<file path="src/rtl/cpu_pkg.sv">
// Shared definitions for the 19-bit CPU: default widths and the program-memory
// controller state encoding.
package cpu_pkg;

  localparam int unsigned INST_W_DEF = 19;
  localparam int unsigned ADDR_W_DEF = 8;

  typedef enum logic {
    RUN  = 1'b0,
    LOAD = 1'b1
  } state_e;

endpackage

</file>
<file path="src/rtl/prog_mem_loader.sv">
// RUN/LOAD controller for the program memory: owns the write pointer and the
// saturating count of words written since the last load_start.
module prog_mem_loader
  import cpu_pkg::*;
#(
  parameter int unsigned ADDR_W = ADDR_W_DEF
) (
  input  logic              clk,
  input  logic              rst_n,
  input  logic              i_load_start,
  input  logic [ADDR_W-1:0] i_load_base,
  input  logic              i_load_valid,
  input  logic              i_load_done,
  output state_e            o_state,
  output logic              o_loading,
  output logic [ADDR_W:0]   o_load_count,
  output logic              o_wr_en,
  output logic [ADDR_W-1:0] o_wr_addr
);

  // Count saturates at the full depth, 2**ADDR_W.
  localparam logic [ADDR_W:0] CNT_MAX = {1'b1, {ADDR_W{1'b0}}};

  state_e              r_state;
  state_e              w_state_d;
  logic [ADDR_W-1:0]   r_ptr;
  logic [ADDR_W-1:0]   w_ptr_d;
  logic [ADDR_W:0]     r_cnt;
  logic [ADDR_W:0]     w_cnt_d;
  logic                w_wr_en;

  always_ff @(posedge clk) begin
    if (!rst_n) begin
      r_state <= RUN;
      r_ptr   <= '0;
      r_cnt   <= '0;
    end else begin
      r_state <= w_state_d;
      r_ptr   <= w_ptr_d;
      r_cnt   <= w_cnt_d;
    end
  end

  always_comb begin
    w_state_d = r_state;
    w_ptr_d   = r_ptr;
    w_cnt_d   = r_cnt;
    w_wr_en   = 1'b0;
    // load_start restarts from any state and suppresses write and load_done.
    if (i_load_start) begin
      w_state_d = LOAD;
      w_ptr_d   = i_load_base;
      w_cnt_d   = '0;
    end else begin
      unique case (r_state)
        RUN: begin
        end
        LOAD: begin
          if (i_load_valid) begin
            w_wr_en = 1'b1;
            w_ptr_d = r_ptr + 1'b1;
            if (r_cnt != CNT_MAX) begin
              w_cnt_d = r_cnt + 1'b1;
            end
          end
          if (i_load_done) begin
            w_state_d = RUN;
          end
        end
      endcase
    end
  end

  // Memory is not reset, so never write while reset is asserted.
  assign o_wr_en      = w_wr_en & rst_n;
  assign o_wr_addr    = r_ptr;
  assign o_state      = r_state;
  assign o_loading    = (r_state == LOAD);
  assign o_load_count = r_cnt;

endmodule

</file>
<file path="src/rtl/prog_mem.sv">
// Synchronous-read instruction memory with a valid/stall fetch port and a
// run-time program-load port fed by prog_mem_loader.
module prog_mem
  import cpu_pkg::*;
#(
  parameter int unsigned INST_W = INST_W_DEF,
  parameter int unsigned ADDR_W = ADDR_W_DEF
) (
  input  logic              clk,
  input  logic              rst_n,
  input  logic              fetch_req,
  input  logic [ADDR_W-1:0] pc,
  input  logic              stall,
  output logic              fetch_ready,
  output logic              inst_valid,
  output logic [INST_W-1:0] instruction,
  input  logic              load_start,
  input  logic [ADDR_W-1:0] load_base,
  input  logic              load_valid,
  input  logic [INST_W-1:0] load_data,
  input  logic              load_done,
  output logic              loading,
  output logic [ADDR_W:0]   load_count
);

  localparam int unsigned DEPTH = 2 ** ADDR_W;

  logic [INST_W-1:0] r_mem [DEPTH];
  logic [INST_W-1:0] r_inst;
  logic              r_valid;

  state_e            w_state;
  logic              w_wr_en;
  logic [ADDR_W-1:0] w_wr_addr;

  prog_mem_loader #(
    .ADDR_W (ADDR_W)
  ) u_loader (
    .clk          (clk),
    .rst_n        (rst_n),
    .i_load_start (load_start),
    .i_load_base  (load_base),
    .i_load_valid (load_valid),
    .i_load_done  (load_done),
    .o_state      (w_state),
    .o_loading    (loading),
    .o_load_count (load_count),
    .o_wr_en      (w_wr_en),
    .o_wr_addr    (w_wr_addr)
  );

  always_ff @(posedge clk) begin
    if (w_wr_en) begin
      r_mem[w_wr_addr] <= load_data;
    end
  end

  always_comb begin
    fetch_ready = rst_n && (w_state == RUN) && !stall && !load_start;
  end

  // instruction keeps its last value whenever nothing is accepted.
  always_ff @(posedge clk) begin
    if (!rst_n) begin
      r_valid <= 1'b0;
      r_inst  <= '0;
    end else if (load_start || (w_state == LOAD)) begin
      r_valid <= 1'b0;
    end else if (!stall) begin
      r_valid <= fetch_req;
      if (fetch_req) begin
        r_inst <= r_mem[pc];
      end
    end
  end

  assign inst_valid  = r_valid;
  assign instruction = r_inst;

endmodule

</file>
<file path="config.mk">
export PLATFORM = sky130hd
export DESIGN_NAME = prog_mem
export DESIGN_NICKNAME = d
export VERILOG_FILES = /design/src/rtl/cpu_pkg.sv /design/src/rtl/prog_mem_loader.sv /design/src/rtl/prog_mem.sv
export SDC_FILE = /design/constraint.sdc
export NUM_CORES = 2
export LEC_CHECK = 0
export CAP_MARGIN = 20
export CORE_MARGIN = 4
export CORE_UTILIZATION = 30
export CTS_BUF_LIST = sky130_fd_sc_hd__clkbuf_4
export DETAILED_ROUTE_END_ITERATION = 12
export SYNTH_ARGS = -nofsm -noshare
export SYNTH_HDL_FRONTEND = slang
export SYNTH_MEMORY_MAX_BITS = 65536
export SYNTH_SLANG_ARGS = --single-unit
</file>
<file path="constraint.sdc">
create_clock -name clk -period 4.6 [get_ports clk]
set_input_delay 0.92 -clock clk [delete_from_list [all_inputs] [get_ports clk]]
set_output_delay 0.92 -clock clk [all_outputs]
set_load 0.01 [all_outputs]
</file>
==> reports/qor.yml <==
run_status:
  outcome: "finished clean"
clock_tree:
  cts_sinks: 4902
  tritoncts.num_buffers: 1322
  clock_tree_from_tritoncts: "done"
  htree_num_levels: 7
  clkSlewWorstSetupHoldPaths_ns: 0.06
  cts_setup_buffers: 0
  ctsRootBufferMaster: "sky130_fd_sc_hd__clkbuf_4"
  cts_max_path_buffers: 5
  insertion_delay_ns: 1.81
grt:
  antenna_violations_before_repair: 54
  grt_first_pass_wirelength_um: 798000
  globalRouteTotalUtil_pct: 17.5
  global_route.overflow_total: 0
  grt_pass1_vias: 103000
  grt_max_degree: 140
critical_path:
  criticalPathCategory: "register to output pin"
  worst-path-buf-inv: 1
  cp_data_arrival_time_ns: 3.27
  timing.critical_path.fanout_max: 2
  critical_path_required_ns: 3.68
  slowest_stage: "sky130_fd_sc_hd__clkdlybuf4s50_1"
  crit-reg2reg-launch: "u_loader.o_loading"
  r2r-end: "r_mem[177][14]"
  cpLargestDelayFamily: "buffers and inverters"
  logic_depth_of_the_worst_register_to_register_path: 9
  critPathCaptureType: "output pin"
  cp-start-kind: "register"
  worst_path_largest_cell_delay_ns: 1.04
  timing.reg2reg.setup_slack_ns: 1.17
  critical_path.startpoint: "instruction[13]"
  crit_chain: "clkdlybuf4s50_1"
route:
  drtPass1Iterations: 6
  avgViaCountPerCell: 5.21
  drt_drc_violations_left: 0
  totalWireLength_um: 575000
  vias: 104000
  wire_per_inst_um: 28.8
  drt-initial-drc-count: 14000
  ant_nets: 0
place:
  pre_cts_setup_slack_ns: -0.383
  port_buffers: 72
  gp_routability_congestion: 0.876
  hpwl_after_dpl_um: 358000
logic_synthesis:
  synth-simple-area-share_pct: 2.04
  synthesis.nets: 8976
  synth_adder_area_share_pct: 0.0396
  synthFlopType: "sky130_fd_sc_hd__edfxtp_1"
  ys_seq_elements: 4902
  synth_compound_area_share_pct: 3.58
  post_synth_instance_area_um2: 190000
  ys_types: 75
  syn_avg_cell_area_um2: 21.2
  synth_sequential_area_ratio_pct: 77.5
  synth.mux.area_fraction_pct: 14.7
  synthXorXnorAreaFrac_pct: 0.0693
  combinational_family_with_the_most_area_after_synthesis: "multiplexers"
  count_of_flip_flops_with_a_built_in_enable_after_synthesis: 4864
  postSynth.asyncResetShare_pct: 0
  synthesis.instances: 8928
  synth.yosys.warnings: 0
sta:
  slew_headroom_pct: 15.0
  setup_tns_ns: 0
  fmaxAchievable_mhz: 238
  post_route_clock_skew_ns: 0.177
  setup_slack_ns: 0.405
  slew_viol_final: 0
  fin_crit_sh_pct: 91.2
  worst_pin_slew_ns: 1.27
  rsz0062_at_grt: "no"
  hold_viol_final: 0
  setup_viol_count_final: 0
  final_period_minus_worst_setup_slack_ns: 4.19
floorplanning:
  initial_core_util_pct: 30.1
  die_wd_um: 803
  fp.dieArea_um2: 645000
  pin_count: 73
  std_cell_rows: 291
  core_area_um2: 629000
  dieHeight_um: 803
hold_path:
  min_delay_path_depth: 4
  timing.hold.worst_endpoint: "u_loader.o_wr_addr[3]"
  hold_path_startpoint: "load_base[3]"
  hp-class: "input port to register"
final_layout:
  drive_gt1_share_pct: 35.0
  fill_cells: 58200
  layout.nets: 10800
  syn_to_final_growth_pct: 17.9
pwr:
  power_per_cell_area_nw_per_um2: 404
  maximum_resistive_drop_on_vdd_mv: 0.274
  leakage_power_figure_uw: 0.0725
run:
  cap_viol_max_count: 0
[per-stage QoR]
stage	power (µW)	instances	util, %	instance area, µm²	hold slack [ns]
floorplan	52300	8928	-	190000	0.489
global placement	54800	17700	33.0	208000	0.472
detailed placement	54800	17800	33.0	208000	0.479
CTS	91200	19900	35.5	223000	0.0101
global route	94000	20000	35.6	224000	0.0735
finish	90400	20000	35.6	224000	0.271
[logic make-up (layout without fill, tap and decap cells)]
| group | Yosys count | count (layout) |
|---|---|---|
| other | 0 | 45 |
| AND/OR/NAND/NOR | 859 | 859 |
| buffers and inverters | 535 | 3175 |
| flip-flops | 4902 | 4902 |
| adder cells (fa/ha/maj) | 6 | 6 |
| XOR/XNOR | 15 | 15 |
| multiplexers | 1638 | 1638 |
| AO/OA/AOI/OAI | 973 | 973 |
[placed cells by master, fill, tap and decap left out, types with 28 or more instances in the layout]
cell	instances
sky130_fd_sc_hd__clkinv_2	28
sky130_fd_sc_hd__mux2i_1	728
sky130_fd_sc_hd__a221oi_1	42
sky130_fd_sc_hd__clkbuf_4	1867
sky130_fd_sc_hd__edfxtp_1	4864
sky130_fd_sc_hd__clkinv_1	205
sky130_fd_sc_hd__dfxtp_1	38
sky130_fd_sc_hd__and2_1	29
sky130_fd_sc_hd__a22oi_1	102
sky130_fd_sc_hd__o221ai_1	103
sky130_fd_sc_hd__mux4_1	58
sky130_fd_sc_hd__nand2_1	241
sky130_fd_sc_hd__nand3_1	70
sky130_fd_sc_hd__diode_2	45
sky130_fd_sc_hd__buf_4	689
sky130_fd_sc_hd__a21oi_1	123
sky130_fd_sc_hd__o21ai_0	104
sky130_fd_sc_hd__o22ai_1	260
sky130_fd_sc_hd__nor3_1	54
sky130_fd_sc_hd__mux4_2	847
sky130_fd_sc_hd__nor2_2	256
sky130_fd_sc_hd__a211oi_1	66
sky130_fd_sc_hd__clkdlybuf4s50_1	48
sky130_fd_sc_hd__dlygate4sd3_1	31
sky130_fd_sc_hd__buf_12	240
sky130_fd_sc_hd__nor2_1	64
[metal layers]
layer / GRT usage [%] / wire length (µm)
met1: 23.5 / 228000
met2: 27.0 / 268000
met3: 4.57 / 58500
met4: 7.05 / 21000
met5: 0 / 143
[what timing repair did]
action	4_1_cts	5_1_grt
resized for setup	0	0
hold buffers	31	0
hold endpoints to repair	4412	0
[registers in the layout, summed over array words and instances, names as in the netlist]
signal,flops
r_mem,4864
instruction,19
u_loader.o_load_count,9
u_loader.o_wr_addr,8
inst_valid,1
u_loader.o_loading,1
[cell usage after synthesis, types with 10 or more instances]
| library cell | instances | area (µm²) |
|---|---|---|
| sky130_fd_sc_hd__nor2_1 | 325 | 1220 |
| sky130_fd_sc_hd__buf_1 | 26 | 97.6 |
| sky130_fd_sc_hd__clkbuf_1 | 170 | 638 |
| sky130_fd_sc_hd__mux2i_1 | 728 | 7290 |
| sky130_fd_sc_hd__a2111oi_0 | 38 | 333 |
| sky130_fd_sc_hd__buf_6 | 98 | 1100 |
| sky130_fd_sc_hd__buf_8 | 26 | 390 |
| sky130_fd_sc_hd__mux4_2 | 847 | 19100 |
| sky130_fd_sc_hd__a22oi_1 | 102 | 766 |
| sky130_fd_sc_hd__a221oi_1 | 42 | 368 |
| sky130_fd_sc_hd__a211o_1 | 15 | 131 |
| sky130_fd_sc_hd__dfxtp_1 | 38 | 761 |
| sky130_fd_sc_hd__o21a_1 | 12 | 90.1 |
| sky130_fd_sc_hd__a211oi_1 | 66 | 495 |
| sky130_fd_sc_hd__nor3_1 | 55 | 275 |
| sky130_fd_sc_hd__buf_12 | 31 | 621 |
| sky130_fd_sc_hd__a32oi_1 | 16 | 140 |
| sky130_fd_sc_hd__o22ai_1 | 260 | 1630 |
| sky130_fd_sc_hd__nand3_1 | 79 | 395 |
| sky130_fd_sc_hd__mux4_1 | 58 | 1520 |
| sky130_fd_sc_hd__or3_1 | 15 | 93.8 |
| sky130_fd_sc_hd__or4_1 | 10 | 75.1 |
| sky130_fd_sc_hd__edfxtp_1 | 4864 | 146000 |
| sky130_fd_sc_hd__nor4_1 | 27 | 169 |
| sky130_fd_sc_hd__o21ai_0 | 104 | 521 |
| sky130_fd_sc_hd__and2_1 | 30 | 188 |
| sky130_fd_sc_hd__nor2b_1 | 12 | 75.1 |
| sky130_fd_sc_hd__buf_2 | 111 | 556 |
| sky130_fd_sc_hd__a22o_1 | 17 | 149 |
| sky130_fd_sc_hd__o221ai_1 | 103 | 902 |
| sky130_fd_sc_hd__o211ai_1 | 17 | 128 |
| sky130_fd_sc_hd__a21oi_1 | 123 | 616 |
| sky130_fd_sc_hd__nand2_1 | 243 | 912 |
| sky130_fd_sc_hd__buf_4 | 61 | 458 |
| sky130_fd_sc_hd__nand4_1 | 23 | 144 |
[where the power goes]
| part | switching [µW] | total (µW) | internal, µW |
|---|---|---|---|
| sequential | 35.3 | 49100 | 49100 |
| combinational | 3210 | 4800 | 1590 |
| clock | 17300 | 36400 | 19100 |
[layout make-up]
cell class | count | area [µm²] | share of cell area (%)
Sequential cell | 4902 | 147000 | 65.7
Multi-Input combinational cell | 3491 | 39600 | 17.7
Clock buffer | 1867 | 14000 | 6.27
Timing Repair Buffer | 1036 | 11200 | 4.99
Tap cell | 8350 | 10400 | 4.67
Clock inverter | 266 | 1350 | 0.604
Antenna cell | 45 | 113 | 0.0504
Inverter | 6 | 31.3 | 0.0140
[worst max path at each step]
stage,endpoint,slack (ns),cells past startpoint
global route,instruction[13],0.05,1
floorplan,r_mem[235][0],1.04,8
CTS,instruction[13],0.17,1
detailed placement,instruction[18],-0.38,11
global placement,instruction[18],-0.72,11
finish,instruction[13],0.41,1
No activity file was read; power rests on OpenSTA's default activity.
